<file path="config.mk">
export PLATFORM = sky130hd
export DESIGN_NAME = mem_lsu
export DESIGN_NICKNAME = d
export VERILOG_FILES = /design/src/rtl/mem_lsu.sv
export SDC_FILE = /design/constraint.sdc
export NUM_CORES = 1
export LEC_CHECK = 0
export ABC_AREA = 0
export CAP_MARGIN = 30
export CORE_AREA = 2 2 119 121
export CTS_CLUSTER_SIZE = 25
export DETAILED_ROUTE_END_ITERATION = 12
export DIE_AREA = 0 0 121 123
export GPL_TIMING_DRIVEN = 0
export PLACE_DENSITY = 0.91
export SKIP_CTS_REPAIR_TIMING = 1
export SLEW_MARGIN = 20
export SYNTH_ARGS = -nofsm -noshare
export SYNTH_HDL_FRONTEND = slang
export SYNTH_SLANG_ARGS = --single-unit
</file>
<file path="constraint.sdc">
create_clock -name clk_i -period 2.5 [get_ports clk_i]
set_clock_uncertainty 0.15 [all_clocks]
set_input_delay 0.5 -clock clk_i [delete_from_list [all_inputs] [get_ports clk_i]]
set_output_delay 0.5 -clock clk_i [all_outputs]
set_load 0.01 [all_outputs]
</file>
<file path="src/rtl/mem_lsu.sv">
// -----------------------------------------------------------------------------
// mem_lsu -- load/store unit in front of a word-addressed unified memory.
//
// Accepts byte, halfword and word loads and stores from the datapath. The unit
// drives the memory's write enable, address and write data. It consumes the
// memory's combinational read data for the addressed word.
//
// The memory only writes whole words. Byte and halfword stores therefore run
// as read-modify-write: read the word, splice in the new lane(s), write back.
// Loaded bytes and halfwords are extracted from their little-endian lane and
// sign- or zero-extended to 32 bits.
//
// Ports
//   clk_i           clock, all state on the rising edge
//   rst_ni          asynchronous active-low reset
//   req_valid_i     request present
//   req_ready_o     unit idle; request accepted on an edge with valid & ready
//   req_we_i        1 = store, 0 = load
//   req_size_i      00 byte, 01 half, 10 word, 11 illegal
//   req_unsigned_i  loads: 1 = zero-extend, 0 = sign-extend
//   req_addr_i      byte address
//   req_wdata_i     store data, right-justified
//   rsp_valid_o     one-cycle completion pulse (no backpressure)
//   rsp_rdata_o     extended load data, 0 for stores and rejected requests
//   rsp_misalign_o  request rejected (misaligned or illegal size)
//   mem_we_o        memory write enable
//   mem_addr_o      word-aligned memory address
//   mem_wdata_o     full word to write
//   mem_rdata_i     combinational read data at mem_addr_o
// -----------------------------------------------------------------------------
module mem_lsu (
  input  logic        clk_i,
  input  logic        rst_ni,
  input  logic        req_valid_i,
  output logic        req_ready_o,
  input  logic        req_we_i,
  input  logic [1:0]  req_size_i,
  input  logic        req_unsigned_i,
  input  logic [31:0] req_addr_i,
  input  logic [31:0] req_wdata_i,
  output logic        rsp_valid_o,
  output logic [31:0] rsp_rdata_o,
  output logic        rsp_misalign_o,
  output logic        mem_we_o,
  output logic [31:0] mem_addr_o,
  output logic [31:0] mem_wdata_o,
  input  logic [31:0] mem_rdata_i
);

  localparam logic [1:0] SIZE_BYTE = 2'b00;
  localparam logic [1:0] SIZE_HALF = 2'b01;
  localparam logic [1:0] SIZE_WORD = 2'b10;

  typedef enum logic [2:0] {
    ST_IDLE     = 3'd0,
    ST_LOAD     = 3'd1,
    ST_RMW_READ = 3'd2,
    ST_WRITE    = 3'd3,
    ST_RESP     = 3'd4
  } state_e;

  // Pick the addressed lane out of a memory word and extend it to 32 bits.
  function automatic logic [31:0] load_extract(
    input logic [31:0] word,
    input logic [1:0]  size,
    input logic        is_unsigned,
    input logic [1:0]  offset
  );
    logic [7:0]  b;
    logic [15:0] h;
    logic [31:0] r;
    case (offset)
      2'd0:    b = word[7:0];
      2'd1:    b = word[15:8];
      2'd2:    b = word[23:16];
      2'd3:    b = word[31:24];
      default: b = word[7:0];
    endcase
    h = offset[1] ? word[31:16] : word[15:0];
    case (size)
      SIZE_BYTE: r = {{24{~is_unsigned & b[7]}}, b};
      SIZE_HALF: r = {{16{~is_unsigned & h[15]}}, h};
      SIZE_WORD: r = word;
      default:   r = 32'h0000_0000;
    endcase
    return r;
  endfunction

  // Overlay the store lane(s) onto the word just read from memory.
  function automatic logic [31:0] store_merge(
    input logic [31:0] word,
    input logic [1:0]  size,
    input logic [1:0]  offset,
    input logic [15:0] wdata
  );
    logic [31:0] r;
    r = word;
    case (size)
      SIZE_BYTE: begin
        case (offset)
          2'd0:    r[7:0]   = wdata[7:0];
          2'd1:    r[15:8]  = wdata[7:0];
          2'd2:    r[23:16] = wdata[7:0];
          2'd3:    r[31:24] = wdata[7:0];
          default: r[7:0]   = wdata[7:0];
        endcase
      end
      SIZE_HALF: begin
        if (offset[1]) begin
          r[31:16] = wdata;
        end else begin
          r[15:0]  = wdata;
        end
      end
      default: r = word;
    endcase
    return r;
  endfunction

  state_e      state_q, state_d;
  logic [1:0]  size_q;
  logic        unsigned_q;
  logic [31:0] addr_q;
  // Only the low half is needed later. Word stores load the merge register
  // directly at acceptance.
  logic [15:0] wdata_q;
  logic [31:0] merge_q;
  logic [31:0] rdata_q;
  logic        misalign_q;
  logic        ready_q;
  logic        rsp_valid_q;
  logic        mem_we_q;

  logic        misalign_s;
  logic [31:0] load_data_s;
  logic [31:0] merge_data_s;

  // Classify the incoming request and pre-compute the lane extract/merge values.
  always_comb begin
    misalign_s = (req_size_i == 2'b11)
               | ((req_size_i == SIZE_HALF) & req_addr_i[0])
               | ((req_size_i == SIZE_WORD) & (req_addr_i[1:0] != 2'b00));
    load_data_s  = load_extract(mem_rdata_i, size_q, unsigned_q, addr_q[1:0]);
    merge_data_s = store_merge(mem_rdata_i, size_q, addr_q[1:0], wdata_q);
  end

  // Next-state decode for the request FSM.
  always_comb begin
    state_d = state_q;
    case (state_q)
      ST_IDLE: begin
        if (req_valid_i) begin
          if (misalign_s) begin
            state_d = ST_RESP;
          end else if (!req_we_i) begin
            state_d = ST_LOAD;
          end else if (req_size_i == SIZE_WORD) begin
            state_d = ST_WRITE;
          end else begin
            state_d = ST_RMW_READ;
          end
        end else begin
          state_d = ST_IDLE;
        end
      end
      ST_LOAD:     state_d = ST_RESP;
      ST_RMW_READ: state_d = ST_WRITE;
      ST_WRITE:    state_d = ST_RESP;
      ST_RESP:     state_d = ST_IDLE;
      default:     state_d = ST_IDLE;
    endcase
  end

  // FSM state, request capture and registered outputs.
  // The ready, response-valid and write-enable flops are one-hot copies of the
  // next state. Each output is therefore a clean flop output that drops as
  // soon as reset is asserted.
  always_ff @(posedge clk_i or negedge rst_ni) begin
    if (!rst_ni) begin
      state_q     <= ST_IDLE;
      size_q      <= 2'b00;
      unsigned_q  <= 1'b0;
      addr_q      <= 32'h0000_0000;
      wdata_q     <= 16'h0000;
      merge_q     <= 32'h0000_0000;
      rdata_q     <= 32'h0000_0000;
      misalign_q  <= 1'b0;
      ready_q     <= 1'b1;
      rsp_valid_q <= 1'b0;
      mem_we_q    <= 1'b0;
    end else begin
      state_q     <= state_d;
      ready_q     <= (state_d == ST_IDLE);
      rsp_valid_q <= (state_d == ST_RESP);
      mem_we_q    <= (state_d == ST_WRITE);
      case (state_q)
        ST_IDLE: begin
          if (req_valid_i) begin
            size_q     <= req_size_i;
            unsigned_q <= req_unsigned_i;
            addr_q     <= req_addr_i;
            wdata_q    <= req_wdata_i[15:0];
            rdata_q    <= 32'h0000_0000;
            misalign_q <= misalign_s;
            // A word store skips the read phase and writes the data as is.
            if (req_we_i && (req_size_i == SIZE_WORD)) begin
              merge_q <= req_wdata_i;
            end else begin
              merge_q <= merge_q;
            end
          end else begin
            misalign_q <= 1'b0;
          end
        end
        ST_LOAD:     rdata_q <= load_data_s;
        ST_RMW_READ: merge_q <= merge_data_s;
        ST_WRITE:    merge_q <= merge_q;
        // The reject flag means something only alongside the response pulse.
        ST_RESP:     misalign_q <= misalign_q;
        default:     misalign_q <= 1'b0;
      endcase
    end
  end

  assign req_ready_o    = ready_q;
  assign rsp_valid_o    = rsp_valid_q;
  assign rsp_rdata_o    = rdata_q;
  assign rsp_misalign_o = misalign_q;
  assign mem_we_o       = mem_we_q;
  assign mem_addr_o     = {addr_q[31:2], 2'b00};
  assign mem_wdata_o    = merge_q;

endmodule

</file>
# Yosys cells after proc, flatten, opt, wreduce, memory -nomap -nowiden
# Index checks and enable logic that the tools add are counted.
word_totals:
  regBits: 122
  out_inout_bits: 100
op_classes:
  n_eq_ne: 16
  bitwise_logic: 7
  reduce_logical: 13
  muxes: 22
op_table:
  columns: ["cell", "n"]
  rows:
  - ["$pmux 32 s2", 3]
  - ["$mux 32", 3]
  - ["$pmux 32 s3", 1]
  - ["$mux 16", 3]
  - ["$mux 8", 4]
  - ["$pmux 8 s4", 1]
  - ["$eq 2x2->1 const B", 5]
  - ["$eq 3x2->1 const B", 3]
  - ["$pmux 3 s3", 1]
  - ["$eq 2x1->1 const B", 3]
  - ["$eq 3x3->1 const B", 2]
  - ["$logic_not 3->1", 2]
  - ["$mux 3", 2]
  - ["$reduce_bool 2->1", 3]
  - ["$and 1x1->1", 4]
  - ["$logic_not 2->1", 2]
  - ["$ne 2x2->1 const B", 2]
  - ["$reduce_and 2->1", 2]
  - ["$reduce_or 4->1", 1]
  - ["$eq 3x1->1 const B", 1]
  - ["$reduce_and 3->1", 1]
  - ["$mux 1", 2]
  - ["$mux 2", 1]
  - ["$or 1x1->1", 2]
  - ["4 further kinds", 4]

# Depth between registers and ports, before layout
# Gate-level depths: netlist of run 1.
logic_depth:
  word_depth: 8
  depth_mapped: 7
  depth_no_buf: 4

# Worst setup path before layout of run 1
# OpenSTA, ideal clock, no wires.
synth_timing:
  path_type: "register to register"
  startpoint: "reg state_q[1]"
  endpoint: "reg addr_q[10]"
  slack_ps: 753
  required_ps: 2225
  arrival_time_ps: 1472
  path_stages_with_launch: 7
  n_path_buf: 3
  path_cell_list: "dfrtp_1 -> buf_2 -> nor2_1 -> and3_1 -> buf_2 -> buf_2 -> mux2_2"
synth_via:
  elab_chain_cells: 2
synth_rtl:
  columns: ["item", "line", "source"]
  rows:
  - ["start: declaration", "120", "state_e state_q, state_d;"]
  - ["start signal: assignment", "192", "state_q <= state_d;"]
  - ["$logic_not 3->1", "196", "case (state_q)"]
  - ["$reduce_and 2->1 (no line)", null, null]
  - ["end signal: assignment", "201", "addr_q <= req_addr_i;"]
  - ["end: declaration", "123", "logic [31:0] addr_q;"]
# No other way between the ends.
# A chain may end at the register's enable or synchronous reset.

# Final worst setup path of run 1
layout_timing:
  startpoint: "in req_size_i[0]"
  endpoint: "reg merge_q[13], in the netlist mem_wdata_o[13]"
layout_via:
  elab_chain_cells: 4
layout_rtl:
  columns: ["item", "line", "source"]
  rows:
  - ["start: declaration", "37", "input logic [1:0] req_size_i,"]
  - ["$eq 2x2->1", "206", "if (req_we_i && (req_size_i == SIZE_WORD)) begin"]
  - ["$logic_and 1x1->1", "206", null]
  - ["$ne 2x2->1 (no line)", null, null]
  - ["$reduce_and 3->1 (no line)", null, null]
  - ["end signal: assignment", "207", "merge_q <= req_wdata_i;"]
  - ["end signal: assignment", "209", "merge_q <= merge_q;"]
  - ["end signal: assignment", "216", "ST_RMW_READ: merge_q <= merge_data_s;"]
  - ["end: declaration", "127", "logic [31:0] merge_q;"]
# No other way between the ends.

==> results.md, run 1 <==
* Gr usage total at 0.2609
* Clock root cell: clkbuf_16
* Synth Instances at 593
* Origin of the critical flop-to-flop path: size_q[1]$_DFFE_PN0P_
* Clock Latency Late Sink at 0.42 ns
* Placed Cells at 975
* Slew Viols, Final at 0
* Htree depth at 4
* Hold_sp: mem_wdata_o[3]$_DFFE_PN0P_
* Synth Register Bits at 122
* DR iter-0 viols at 403
* Arrival @ worst endpoint at 2.53 ns
* Core area at 13610 um2
* Ant. Diodes at 0
* Largest net degree at the start of global routing at 79
* Drt total wl at 18980 um
* Max_cap viols at 0
* First-pass GRT wire length at 29660 um
* Num CTS Buffers at 17
* Mean post-synth cell area at 10.60 um2
* CP Launch Type: input pin
* Crit end category: register
* Hold WC Path Type: register to register
* Synth area leader: dfrtp_1
* Worst hold stages at 2
* Distinct cells, synth at 48
* Capturing point of the worst reg2reg path: mem_wdata_o[6]$_DFFE_PN0P_
* EDFF count, synth at 0
* Status: complete, no violations
* Reg clk slew, reported paths at 0.05 ns
* Power Total at 12270 uW
* Synth Cell Area at 6287 um2
* RSZ-0062 raised after global routing: no
* Dominant register cell in the synthesized netlist: dfrtp_1
* Hold EP: mem_wdata_o[3]$_DFFE_PN0P_
* Vias per Instance at 5.664
* Pleak at 0.003947 uW
* Die Area at 14880 um2
* Placer congestion estimate at 0.9224
* # IOs at 203
* DP Wirelength at 14190 um
* Sequential area share after synthesis at 0.4858
* Power per Cell Area at 1346 nW/um2
* Die height at 123 um
* Fmax at 428.7 MHz
* Num rows at 43
* Critical path class: input pin to register
* Layout Nets at 918
* Period utilisation layout at 0.9331
* R2R depth at 5
* Register-to-register setup slack at 0.25 ns
* Slew @ Worst Pin at 0.5712 ns
* Area delta synth->final at 44.99%
* Drt pass-1 iters at 6
* Post-DRT Antenna Nets at 0
* VDD IR-drop max at 0.6398 mV
* Relative slew slack at 0.6192
* Yosys top cell area share at 0.4816
* DR WL/cell at 18.83 um
* Initial antenna violation count at 0
* Largest cells by area after synthesis: dfrtp_1 (48%), mux2_2 (10%), a22o_1 (4.2%)
* Setup Viol. Count Final at 0
* CTS tree: yes
* Vias at 5709
* YS warnings at 0
* Gr ovfl total at 0
* Crit Path Max Fanout at 10
* Reg area at 3054 um2
* # DRC at 0
* Async SR Flop Fraction at 1.000
* Initial Util at 0.4619
* Min Tclk post-route at 2.333 ns
* Clk sinks at 122
* Layout fillers at 1017
* Setup Total Neg Slack at 0 ns
* Non-Filler Instances at 1008
* Layout cell share with drive strength beyond 1 at 0.1969
* Width of the die at 121 um
* Vias in the first global route at 5541
* CP Data Required Time at 2.70 ns
* Max Root-Sink Buffers at 2
* Multi-input gate area at 2743 um2
* Fin. Hold Viols at 0
* PortBufs at 200
-- synth_stat cells, types with 4 or more instances --
master    number
buf_4         35
buf_6          4
a22oi_1       17
nand2b_1       4
a22o_1        30
clkbuf_1      14
inv_1          4
a21o_1         4
a221oi_1       8
and3_1        16
o31ai_1       17
nand3b_1      16
o21ai_0       17
nor2_1        54
mux2_2        58
o211ai_1       8
buf_2         23
nand2_1       53
dfrtp_1      121
nand3_1       12
mux2i_1       11
a222oi_1       7
o21ai_1       13
a211oi_1      16
-- cells in the final DEF, fill, tap and decap left out, types with 4 or more instances in the layout --
cell               n
buf_2             23
clkinv_2           6
o211ai_1           8
clkbuf_16         17
a221oi_1           8
mux2_2            58
nor2_1            54
buf_4             35
and3_1            16
a22oi_1           17
inv_1              4
a22o_1            30
nand2b_1           4
clkbuf_8           4
o31ai_1           17
buf_6              5
o21ai_0           17
o21ai_1           13
clkdlybuf4s50_1  199
dfrtp_1          121
clkbuf_1          17
nand3_1           12
a21o_1             4
mux2i_1           11
nand3b_1          16
a222oi_1           7
a211oi_1          16
nand2_1           53
-- state kept, by name, summed over array words and instances, names as in the netlist --
register        count
addr_q             32
mem_wdata_o        32
rsp_rdata_o        32
wdata_q            16
state_q             3
size_q              2
mem_we_o            1
req_ready_o         1
rsp_misalign_o      1
rsp_valid_o         1
unsigned_q          1
-- stage by stage --
step	hold WS (ns)	utilization	worst slack (ns)	cell area [um2]
global placement	0.3128	0.6258	-3.853	8518
floorplan	0.05441	-	0.7535	6291
finish	0.3309	0.6697	0.1672	9116
detailed placement	0.3032	0.6279	-0.1966	8547
CTS	-0.1402	0.6690	0.2371	9106
global route	0.3544	0.6697	0.09491	9116
-- kinds of logic (layout without fill, tap and decap cells) --
kind of cell,after synthesis,in the layout,share of synthesized area
multiplexers,69,69,0.1214
buffers and inverters,81,315,0.07860
flip-flops,122,122,0.4858
other,1,2,0.0005964
AO/OA/AOI/OAI,145,145,0.1747
AND/OR/NAND/NOR,175,175,0.1389
-- routing by layer --
metal / up-vias / share of wire / wire length (um) / GRT usage
li1: 2582 / - / - / -
met1: 2753 / 0.39 / 7453 / 0.3191
met2: 317 / 0.48 / 9162 / 0.4259
met3: 57 / 0.088 / 1672 / 0.07657
met4: 0 / 0.036 / 688 / 0.1228
met5: - / 0 / 0 / 0
-- layout make-up --
| class | count | share of cell area |
|---|---|---|
| Tap cell | 180 | 0.02470 |
| Clock buffer | 24 | 0.05394 |
| Inverter | 4 | 0.001647 |
| Timing Repair Buffer | 202 | 0.2239 |
| Buffer | 77 | 0.05257 |
| Sequential cell | 122 | 0.3350 |
| Multi-Input combinational cell | 391 | 0.3009 |
| Clock inverter | 8 | 0.007411 |
-- worst max-delay path by stage --
stage                    startpoint                          end  slack [ns]  cells after the start
2_1_floorplan  state_q[1]$_DFF_PN0_       addr_q[10]$_DFFE_PN0P_        0.75                      6
3_3_place_gp                 rst_ni        addr_q[5]$_DFFE_PN0P_       -3.85                      1
3_5_place_dp          req_size_i[0]  mem_wdata_o[10]$_DFFE_PN0P_       -0.20                      5
4_1_cts               req_size_i[0]  mem_wdata_o[13]$_DFFE_PN0P_        0.24                      5
5_1_grt               req_size_i[0]  mem_wdata_o[21]$_DFFE_PN0P_        0.09                      5
6_report              req_size_i[0]  mem_wdata_o[13]$_DFFE_PN0P_        0.17                      5
-- report_power, final --
| group | total (uW) | switching (uW) | internal, uW |
|---|---|---|---|
| Sequential | 3630 | 682 | 2940 |
| Clock | 2320 | 858 | 1460 |
| Combinational | 6330 | 2950 | 3380 |
-- critical path, cell delays in order --
cell and delay (ns):
clkdlybuf4s50_1 0.58, and4b_1 0.23, o21ai_2 0.46, clkbuf_1 0.51, a22o_1 0.24
(Power assumes the default switching activity.)
==> run 2, diff against run 1 <==
- CORE_AREA: 2 2 119 121 -> 2 2 109 132
- DIE_AREA: 0 0 121 123 -> 0 0 111 134
==> run 2 against run 1 <==
Sequential power about the same. First-iteration DRC count down 8.4%. Die area about the same. Critical path depth unchanged. Count of clock-buffer cells in the layout unchanged.
==> results.md, run 2 (synthesized netlist as in run 1, its figures left out) <==
* Status: complete, no violations (unchanged)
* VDD IR-drop max at 0.6762 mV (was 0.6398 mV)
* DP Wirelength at 14590 um (was 14190 um)
* CP Launch Type: input pin (unchanged)
* Gr ovfl total at 0 (unchanged)
* Most common cell after layout, fill and taps aside: clkdlybuf4s50_1 (unchanged)
* Core area at 13580 um2 (was 13610 um2)
* WHS at 0.3275 ns (was 0.3309 ns)
* Num CTS Buffers at 17 (unchanged)
* Gr usage total at 0.2630 (was 0.2609)
* Drt pass-1 iters at 5 (was 6)
* Period utilisation layout at 0.9259 (was 0.9331)
* CTS tree: yes (unchanged)
* Ant. Diodes at 0 (unchanged)
* Setup Viol. Count Final at 0 (unchanged)
* Min Tclk post-route at 2.315 ns (was 2.333 ns)
* Hold_sp: mem_wdata_o[1]$_DFFE_PN0P_ (was mem_wdata_o[3]$_DFFE_PN0P_)
* Drt total wl at 19330 um (was 18980 um)
* Crit Path Max Fanout at 10 (unchanged)
* Vias per Instance at 5.729 (was 5.664)
* PortBufs at 200 (unchanged)
* Pleak at 0.003959 uW (was 0.003947 uW)
* Fin. Hold Viols at 0 (unchanged)
* DR WL/cell at 19.35 um (was 18.83 um)
* Final core utilization at 0.6736 (was 0.6697)
* Layout Nets at 918 (unchanged)
* Layout fillers at 995 (was 1017)
* Setup Total Neg Slack at 0 ns (unchanged)
* Htree depth at 4 (unchanged)
* Num rows at 47 (was 43)
* Layout cell share with drive strength beyond 1 at 0.1932 (was 0.1969)
* Capturing point of the worst reg2reg path: mem_wdata_o[6]$_DFFE_PN0P_ (unchanged)
* Clk sinks at 122 (unchanged)
* Vias at 5723 (was 5709)
* Hold WC Path Type: register to register (unchanged)
* Power per Cell Area at 1369 nW/um2 (was 1346 nW/um2)
* Die Area at 14870 um2 (was 14880 um2)
* Most frequent cells in the layout: clkdlybuf4s50_1 (199), dfrtp_1 (121), mux2_2 (58) (unchanged)
* Crit end category: register (unchanged)
* Placer congestion estimate at 0.9002 (was 0.9224)
* Hold EP: mem_wdata_o[1]$_DFFE_PN0P_ (was mem_wdata_o[3]$_DFFE_PN0P_)
* Die height at 134 um (was 123 um)
* Initial antenna violation count at 0 (unchanged)
* Largest net degree at the start of global routing at 76 (was 79)
* First-pass GRT wire length at 30840 um (was 29660 um)
* Slew Viols, Final at 0 (unchanged)
* Slew @ Worst Pin at 0.6146 ns (was 0.5712 ns)
* Area delta synth->final at 45.53% (was 44.99%)
* # DRC at 0 (unchanged)
* Initial Util at 0.4628 (was 0.4619)
* DR iter-0 viols at 369 (was 403)
* Relative slew slack at 0.5903 (was 0.6192)
* CP Data Required Time at 2.70 ns (about the same)
* Max Root-Sink Buffers at 2 (unchanged)
* Reg clk slew, reported paths at 0.05 ns (about the same)
* Clock root cell: clkbuf_16 (unchanged)
* Worst hold stages at 2 (unchanged)
* R2R depth at 5 (unchanged)
* # IOs at 203 (unchanged)
* Register-to-register setup slack at 0.26 ns (was 0.25 ns)
* Origin of the critical flop-to-flop path: size_q[1]$_DFFE_PN0P_ (unchanged)
* RSZ-0062 raised after global routing: no (unchanged)
* Width of the die at 111 um (was 121 um)
* CP Launch Point: req_size_i[0] (unchanged)
* Fmax at 432.0 MHz (was 428.7 MHz)
* Vias in the first global route at 5944 (was 5541)
* Critical path class: input pin to register (unchanged)
* Max_cap viols at 0 (unchanged)
* Clock Latency Late Sink at 0.41 ns (was 0.42 ns)
* Post-DRT Antenna Nets at 0 (unchanged)
* Arrival @ worst endpoint at 2.52 ns (was 2.53 ns)
==> run 2: cell count changes in the layout (fill, tap and decap cells not counted) <==
cell | before | now
bufinv_16 | 1 | 4
clkbuf_1 | 17 | 20
clkbuf_8 | 4 | 1
clkinv_2 | 6 | 3
==> run 2: through the flow <==
step | cell area, um2 | power (uW) | instances | worst slack, ns
after floorplan | 6291 | 7213 | 594 | 0.7535
after global placement | 8507 | 9704 | 965 | -3.923
after detailed placement | 8536 | 9913 | 966 | -0.2397
after CTS | 9140 | 12530 | 998 | 0.1925
after global routing | 9150 | 13210 | 999 | 0.07310
final | 9150 | 12530 | 999 | 0.1854
==> run 2: cell type report <==
| class | count | area, um2 | area share |
|---|---|---|---|
| Timing Repair Buffer | 202 | 2041 | 0.2230 |
| Buffer | 77 | 479.2 | 0.05237 |
| Inverter | 4 | 15.01 | 0.001641 |
| Clock buffer | 24 | 461.7 | 0.05046 |
| Tap cell | 171 | 214.0 | 0.02338 |
| Clock inverter | 8 | 142.6 | 0.01559 |
| Multi-Input combinational cell | 391 | 2743 | 0.2997 |
| Sequential cell | 122 | 3054 | 0.3338 |
==> run 2: power breakdown <==
group          switching [uW]  internal [uW]  total, uW
combinational            2970           3380       6350
clock                     867           1690       2560
sequential                674           2940       3620
total                    4510           8010      12500
==> run 2: worst max-delay path, stage by stage <==
cell             delay (ns)
clkdlybuf4s50_1        0.55
and4b_1                0.23
o21ai_2                0.44
clkbuf_1               0.54
a22o_1                 0.26
==> run 2: worst max-delay path by stage <==
| stage | end | slack, ns | cells past startpoint |
|---|---|---|---|
| 2_1_floorplan | addr_q[10]$_DFFE_PN0P_ | 0.75 | 6 |
| 3_3_place_gp | addr_q[28]$_DFFE_PN0P_ | -3.92 | 1 |
| 3_5_place_dp | mem_wdata_o[22]$_DFFE_PN0P_ | -0.24 | 5 |
| 4_1_cts | mem_wdata_o[11]$_DFFE_PN0P_ | 0.19 | 5 |
| 5_1_grt | mem_wdata_o[6]$_DFFE_PN0P_ | 0.07 | 5 |
| 6_report | mem_wdata_o[11]$_DFFE_PN0P_ | 0.19 | 5 |
==> run 2: per-layer routing <==
metal	part of all wire	vias to the layer above	routed length (um)	GRT usage
li1	-	2595	-	-
met1	0.37	2735	7217	0.3061
met2	0.48	310	9367	0.4329
met3	0.078	83	1512	0.07140
met4	0.064	0	1236	0.1646
met5	0	-	0	0
